==> src/rtl/tx_slot_scheduler.sv <==
// PPS-aligned transmission slot scheduler.
// Arbitrates Costas and PSK requests into one timed slot per accepted PPS edge:
// fq_ud pulse, then trigger plus gated symbol clock for the granted mode, then a guard gap.
module tx_slot_scheduler #(
    parameter int unsigned CLK_HZ             = 10_000_000,
    parameter int unsigned PSK_SIGNAL_RATE_HZ = 125,
    parameter int unsigned COSTAS_DIV         = 100_000,
    parameter int unsigned COSTAS_LEN         = 12,
    parameter int unsigned PSK_LEN            = 250,
    parameter int unsigned FQ_UD_CYCLES       = 4,
    parameter int unsigned GUARD_CYCLES       = 1000
) (
    input  logic clk10M_w,
    input  logic rst_n,
    input  logic pps,
    input  logic costas_txrq,
    input  logic psk_txrq,
    output logic fq_ud,
    output logic mcu_costas_trigger,
    output logic mcu_costas_clk,
    output logic mcu_psk_trigger,
    output logic mcu_psk_clk,
    output logic busy
);

    localparam int unsigned PSK_DIV = CLK_HZ / PSK_SIGNAL_RATE_HZ;
    localparam int unsigned DIV_MAX = (COSTAS_DIV > PSK_DIV) ? COSTAS_DIV : PSK_DIV;
    localparam int unsigned LEN_MAX = (COSTAS_LEN > PSK_LEN) ? COSTAS_LEN : PSK_LEN;
    localparam int unsigned PH_MAX  = (FQ_UD_CYCLES > GUARD_CYCLES) ? FQ_UD_CYCLES : GUARD_CYCLES;
    localparam int unsigned DIV_W   = (DIV_MAX > 1) ? $clog2(DIV_MAX) : 1;
    localparam int unsigned LEN_W   = (LEN_MAX > 1) ? $clog2(LEN_MAX) : 1;
    localparam int unsigned PH_W    = (PH_MAX > 1) ? $clog2(PH_MAX) : 1;

    // Elaboration-time parameter sanity checks
    if ((PSK_DIV < 2) || ((PSK_DIV % 2) != 0) || ((PSK_DIV * PSK_SIGNAL_RATE_HZ) != CLK_HZ)) begin : g_bad_psk_div
        $error("tx_slot_scheduler: CLK_HZ/PSK_SIGNAL_RATE_HZ must be an even integer >= 2");
    end
    if ((COSTAS_DIV < 2) || ((COSTAS_DIV % 2) != 0)) begin : g_bad_costas_div
        $error("tx_slot_scheduler: COSTAS_DIV must be even and >= 2");
    end
    if ((COSTAS_LEN < 1) || (COSTAS_LEN > 255)) begin : g_bad_costas_len
        $error("tx_slot_scheduler: COSTAS_LEN must be 1..255");
    end
    if ((PSK_LEN < 1) || (PSK_LEN > 65535)) begin : g_bad_psk_len
        $error("tx_slot_scheduler: PSK_LEN must be 1..65535");
    end
    if ((FQ_UD_CYCLES < 1) || (GUARD_CYCLES < 1)) begin : g_bad_phase
        $error("tx_slot_scheduler: FQ_UD_CYCLES and GUARD_CYCLES must be >= 1");
    end

    typedef enum logic [1:0] {
        ST_IDLE,
        ST_FQ,
        ST_TX,
        ST_GUARD
    } state_t;

    typedef enum logic {
        MODE_COSTAS,
        MODE_PSK
    } mode_t;

    // Bit 2: pps, bit 1: costas_txrq, bit 0: psk_txrq
    logic [2:0] sync1;
    logic [2:0] sync2;
    logic [2:0] sync3;
    logic [2:0] rise;
    logic       pps_rise;

    logic pend_costas;
    logic pend_psk;
    logic clr_costas_c;
    logic clr_psk_c;

    state_t state, state_n;
    mode_t  grant, grant_n;
    mode_t  last_grant, last_grant_n;
    mode_t  pick_c;

    logic [PH_W-1:0]  phase, phase_n;
    logic [DIV_W-1:0] div_cnt, div_n;
    logic [LEN_W-1:0] sym_cnt, sym_n;

    logic [DIV_W-1:0] div_last_c;
    logic [DIV_W-1:0] div_half_n_c;
    logic [LEN_W-1:0] sym_last_c;
    logic             tx_n_c;
    logic             sym_clk_n_c;

    // Two-flop synchronizers plus registered rising-edge detect for all async inputs
    always_ff @(posedge clk10M_w or negedge rst_n) begin
        if (!rst_n) begin
            sync1 <= '0;
            sync2 <= '0;
            sync3 <= '0;
            rise  <= '0;
        end else begin
            sync1 <= {pps, costas_txrq, psk_txrq};
            sync2 <= sync1;
            sync3 <= sync2;
            rise  <= sync2 & ~sync3;
        end
    end

    assign pps_rise = rise[2];

    // Sticky pending bits: set on request edge, cleared on grant; a new edge wins over a clear
    always_ff @(posedge clk10M_w or negedge rst_n) begin
        if (!rst_n) begin
            pend_costas <= 1'b0;
            pend_psk    <= 1'b0;
        end else begin
            pend_costas <= (pend_costas & ~clr_costas_c) | rise[1];
            pend_psk    <= (pend_psk & ~clr_psk_c) | rise[0];
        end
    end

    // Arbitration: single pending wins, otherwise alternate against the last grant
    always_comb begin
        pick_c = MODE_PSK;
        if (pend_costas && pend_psk) begin
            pick_c = (last_grant == MODE_PSK) ? MODE_COSTAS : MODE_PSK;
        end else if (pend_costas) begin
            pick_c = MODE_COSTAS;
        end
    end

    // Per-mode slot geometry
    always_comb begin
        div_last_c   = (grant == MODE_COSTAS) ? DIV_W'(COSTAS_DIV - 1) : DIV_W'(PSK_DIV - 1);
        sym_last_c   = (grant == MODE_COSTAS) ? LEN_W'(COSTAS_LEN - 1) : LEN_W'(PSK_LEN - 1);
        div_half_n_c = (grant_n == MODE_COSTAS) ? DIV_W'(COSTAS_DIV / 2) : DIV_W'(PSK_DIV / 2);
    end

    // State, grant and counter registers
    always_ff @(posedge clk10M_w or negedge rst_n) begin
        if (!rst_n) begin
            state      <= ST_IDLE;
            grant      <= MODE_PSK;
            last_grant <= MODE_PSK;
            phase      <= '0;
            div_cnt    <= '0;
            sym_cnt    <= '0;
        end else begin
            state      <= state_n;
            grant      <= grant_n;
            last_grant <= last_grant_n;
            phase      <= phase_n;
            div_cnt    <= div_n;
            sym_cnt    <= sym_n;
        end
    end

    // Next-state and counter logic
    always_comb begin
        state_n      = state;
        grant_n      = grant;
        last_grant_n = last_grant;
        phase_n      = phase;
        div_n        = div_cnt;
        sym_n        = sym_cnt;
        clr_costas_c = 1'b0;
        clr_psk_c    = 1'b0;

        case (state)
            ST_IDLE: begin
                if (pps_rise && (pend_costas || pend_psk)) begin
                    state_n      = ST_FQ;
                    grant_n      = pick_c;
                    last_grant_n = pick_c;
                    phase_n      = '0;
                    clr_costas_c = (pick_c == MODE_COSTAS);
                    clr_psk_c    = (pick_c == MODE_PSK);
                end
            end
            ST_FQ: begin
                if (phase == PH_W'(FQ_UD_CYCLES - 1)) begin
                    state_n = ST_TX;
                    div_n   = '0;
                    sym_n   = '0;
                end else begin
                    phase_n = phase + PH_W'(1);
                end
            end
            ST_TX: begin
                if (div_cnt == div_last_c) begin
                    div_n = '0;
                    if (sym_cnt == sym_last_c) begin
                        state_n = ST_GUARD;
                        phase_n = '0;
                    end else begin
                        sym_n = sym_cnt + LEN_W'(1);
                    end
                end else begin
                    div_n = div_cnt + DIV_W'(1);
                end
            end
            ST_GUARD: begin
                if (phase == PH_W'(GUARD_CYCLES - 1)) begin
                    state_n = ST_IDLE;
                end else begin
                    phase_n = phase + PH_W'(1);
                end
            end
            default: begin
                state_n = ST_IDLE;
            end
        endcase
    end

    // Output decode on next-state values so every output is a flop aligned with the state
    always_comb begin
        tx_n_c      = (state_n == ST_TX);
        sym_clk_n_c = tx_n_c && (div_n < div_half_n_c);
    end

    // Registered outputs
    always_ff @(posedge clk10M_w or negedge rst_n) begin
        if (!rst_n) begin
            fq_ud              <= 1'b0;
            mcu_costas_trigger <= 1'b0;
            mcu_costas_clk     <= 1'b0;
            mcu_psk_trigger    <= 1'b0;
            mcu_psk_clk        <= 1'b0;
            busy               <= 1'b0;
        end else begin
            fq_ud              <= (state_n == ST_FQ);
            mcu_costas_trigger <= tx_n_c && (grant_n == MODE_COSTAS);
            mcu_costas_clk     <= sym_clk_n_c && (grant_n == MODE_COSTAS);
            mcu_psk_trigger    <= tx_n_c && (grant_n == MODE_PSK);
            mcu_psk_clk        <= sym_clk_n_c && (grant_n == MODE_PSK);
            busy               <= (state_n != ST_IDLE);
        end
    end

endmodule
==> config.mk <==
export PLATFORM = sky130hd
export DESIGN_NAME = tx_slot_scheduler
export DESIGN_NICKNAME = d
export VERILOG_FILES = /design/src/rtl/tx_slot_scheduler.sv
export SDC_FILE = /design/constraint.sdc
export NUM_CORES = 1
export LEC_CHECK = 0
export BUFFER_PORTS_ARGS = -buffer_cell sky130_fd_sc_hd__buf_2
export CAP_MARGIN = 15
export CELL_PAD_IN_SITES_DETAIL_PLACEMENT = 1
export CELL_PAD_IN_SITES_GLOBAL_PLACEMENT = 2
export CORE_ASPECT_RATIO = 0.8
export CORE_MARGIN = 1.5
export CORE_UTILIZATION = 36
export DETAILED_ROUTE_END_ITERATION = 8
export PLACE_DENSITY = 0.72
export SYNTH_ARGS = -nofsm -noshare
export SYNTH_HDL_FRONTEND = slang
export SYNTH_SLANG_ARGS = --single-unit
==> constraint.sdc <==
create_clock -name clk10M_w -period 3.54 [get_ports clk10M_w]
set_clock_uncertainty 0.2 [all_clocks]
set_input_delay 0.354 -clock clk10M_w [delete_from_list [all_inputs] [get_ports clk10M_w]]
set_output_delay 0.354 -clock clk10M_w [all_outputs]
set_load 0.01 [all_outputs]
==> metrics <==
outcome=finished with violations; failing checks=hold timing, setup timing; Area contributors post-synth=dfrtp_1 (43%), ha_1 (5.3%), o21ai_0 (5.3%); Least-Margin Pin Slew=0.7872 ns; P_leak=1.985 nW; slowest stage delay, CP=approximately 0.40 ns; library cells used by synthesis=62; post-route cell area=roughly 4300 µm²; Bufs and invs on worst path=0; H-tree Lvls=3; crit path kind=reg -> reg; Area growth syn-to-layout=30.73%; Core ar.=just under 9000 µm²; # IOs=11; FMAX=0.2672 GHz; hpwl dp=roughly 7.0 mm; IO Port Bufs=10; GRT overflow=0; CTS Sinks=just under 60; Slew Viols, Final=0; CTS Buf Count=9; r2r setup slk=-0.20 ns; Arr. time, crit path=3.78 ns; reg2reg end=mcu_costas_clk$_DFF_PN0_; die height=approximately 88 µm; vias in the first global route=approximately 3000; Cell Chain, Critical Path=ha_2 -> or3b_4 -> o41ai_4 -> nand2_2 -> a21o_1 -> nand2_1 -> o31ai_2 -> ha_1 -> nand4_1 -> nor2_2 -> a22o_1 -> a221o_1 -> a211oi_2 -> a211oi_2 -> nor4_2; via count=between 3000 and 4000; final routed DRC violation total=0; Fin Hold WS=-0.01967 ns; DRT iter0 DRCs=roughly 160; most frequent cell after synthesis=dfrtp_1; largest net degree at the start of global routing=60; vias per inst=around 5.5; Starting Density=0.3794; CP required=~3.6 ns; Die Wd=~110 µm; Main synth FF type=dfrtp_1; asr flop ratio synth=1.000; met2 wire length=roughly 4.2 mm; sequential share of the synthesized area=0.4496; Fillers=about 1000; Clock Tree Buf Depth=2; Yosys Warn Count=0; CP max stage cell=or3b_4; CP Capture Type=flip-flop; antenna cells=0; EDFF count, synth=0; Placed Instance Area=a little under 4000 µm²; CTS tree=built; Setup-failing EPs final=2; Post-Synthesis Cell Area=about 3300 µm²; PnR worst setup slack=-0.2023 ns; setup TNS=-0.3916 ns; Core Util, Final=0.4960; top post-synthesis cells by count=dfrtp_1 (57), o21ai_0 (35), nand2_1 (32), nor2_1 (30), nand3_1 (17); Worst Hold Class=in -> async; CP Launch Type=flip-flop; Total GRT Usage=0.2193; P per Cell Area=~550 nW/µm²; Synth top area share=0.4336; post-synth net total=about 370; post-route ant nets=0; relative slew slack=0.4752; fin crit share=1.057; most used cell, CP=a211oi_2; final hold viol count=13; top routing layer used=met4; Mean Syn Cell Area=approximately 9.3 µm²; wirelength, routed=9.668 mm; Wirelength per Cell=approximately 18 µm; first-pass GRT wire length=15.81 mm; unrepaired setup endpoints after global routing=true; Post-Route M1 WL=5.029 mm; area of the die=around 10000 µm²; initial antenna violation count=0; RR Startpoint=phase[0]$_DFFE_PN0P_; post-route minimum period=approximately 3.7 ns; area leader, netlist=dfrtp_1; # rows=30; Worst VDD drop=about 0.37 mV; Syn Inst Count=354; flops & latches, synth=59; Placer Congestion=~0.84; clock latency on the worst-skew pair=around 0.33 ns; CP delay by family, top=compound AO/OA/AOI/OAI gates; Max-Cap Viols=0; share of layout cells above drive strength 1=0.2883; Register-to-Register Path Depth=15; met3 WL=roughly 330 µm; Worst Path Max Fanout=8; Worst-path clk slew=roughly 0.060 ns; Pre-antenna DRT Iters=4; Final #Nets=451; Clock Tree Root=clkbuf_16
[kinds of logic (layout without fill, tap and decap cells)]
| family | Yosys count | in the layout | synth area share |
|---|---|---|---|
| flip-flops | 59 | 59 | 0.4496 |
| AND/OR/NAND/NOR | 142 | 142 | 0.2267 |
| adder cells (fa/ha/maj) | 14 | 14 | 0.05325 |
| XOR/XNOR | 8 | 8 | 0.02130 |
| AO/OA/AOI/OAI | 96 | 96 | 0.1997 |
| multiplexers | 3 | 3 | 0.009889 |
| buffers and inverters | 32 | 115 | 0.03956 |
[per-stage QoR]
stage          setup slack [ns]  total power [W]  cells
2_1_floorplan          0.006372         0.001154    354
3_3_place_gp           -0.07790         0.001419    518
3_5_place_dp            -0.2067         0.001437    518
4_1_cts                 -0.1530         0.002307    541
5_1_grt                 -0.3645         0.002486    549
6_report                -0.2023         0.002352    549
[registers in the layout (all words and copies together) (netlist names), 2 cells and up]
name,count
sync2,3
phase,10
sync3,3
state,2
div_cnt,17
sym_cnt,8
sync1,3
rise,3
[how the worst max path moves through the flow]
stage | startpoint | end | slack (ns) | cells after the start
after CTS | phase[7]$_DFFE_PN0P_ | mcu_costas_clk$_DFF_PN0_ | -0.15 | 14
final | phase[0]$_DFFE_PN0P_ | mcu_costas_clk$_DFF_PN0_ | -0.20 | 15
after global routing | phase[1]$_DFFE_PN0P_ | mcu_costas_clk$_DFF_PN0_ | -0.36 | 15
after detailed placement | phase[1]$_DFFE_PN0P_ | mcu_costas_clk$_DFF_PN0_ | -0.21 | 15
after floorplan | phase[0]$_DFFE_PN0P_ | mcu_costas_clk$_DFF_PN0_ | 0.006 | 16
after global placement | phase[0]$_DFFE_PN0P_ | mcu_psk_clk$_DFF_PN0_ | -0.08 | 15
[cell type report]
type                            count  area [µm²]  share of cell area
Multi-Input combinational cell    263        1734              0.4033
Sequential cell                    59        1479              0.3439
Timing Repair Buffer               83       605.6              0.1408
Clock buffer                        9       225.2             0.05237
Tap cell                          112       140.1             0.03259
Inverter                           16       60.06             0.01397
Clock inverter                      7       56.30             0.01309
[layer usage]
layer | vias to the layer above | track usage
li1 | 1456 | -
met1 | 1507 | 0.3181
met2 | 43 | 0.3292
met3 | 8 | 0.04934
met4 | 0 | 0.05903
met5 | - | 0
[what timing repair did]
item,4_1_cts,5_1_grt
buffers inserted,4,8
resized for setup,1,10
endpoints found under the hold margin,3,0
pin swaps,3,9
hold buffers,3,0
setup endpoints to repair,2,2
[power breakdown]
| part | switching (W) | internal [W] |
|---|---|---|
| clock | 0.000338 | 0.000482 |
| combinational | 0.000398 | 0.000343 |
| sequential | 0.0000499 | 0.000740 |
| total | 0.000787 | 0.00157 |
[cell usage in the layout, fill, tap and decap left out, drive strengths merged, types with 3 or more instances in the layout]
| master | count |
|---|---|
| a211oi | 3 |
| a21o | 8 |
| a21oi | 10 |
| a31o | 3 |
| a31oi | 6 |
| and3 | 10 |
| buf | 80 |
| clkbuf | 9 |
| dfrtp | 57 |
| dlygate4sd3 | 3 |
| ha | 14 |
| inv | 20 |
| nand2 | 33 |
| nand2b | 3 |
| nand3 | 18 |
| nand4 | 8 |
| nand4b | 3 |
| nor2 | 30 |
| nor2b | 5 |
| nor3 | 6 |
| nor4 | 6 |
| o21ai | 37 |
| o31ai | 10 |
| or2 | 5 |
| or4 | 4 |
| xor2 | 7 |
(Power assumes the default switching activity.)
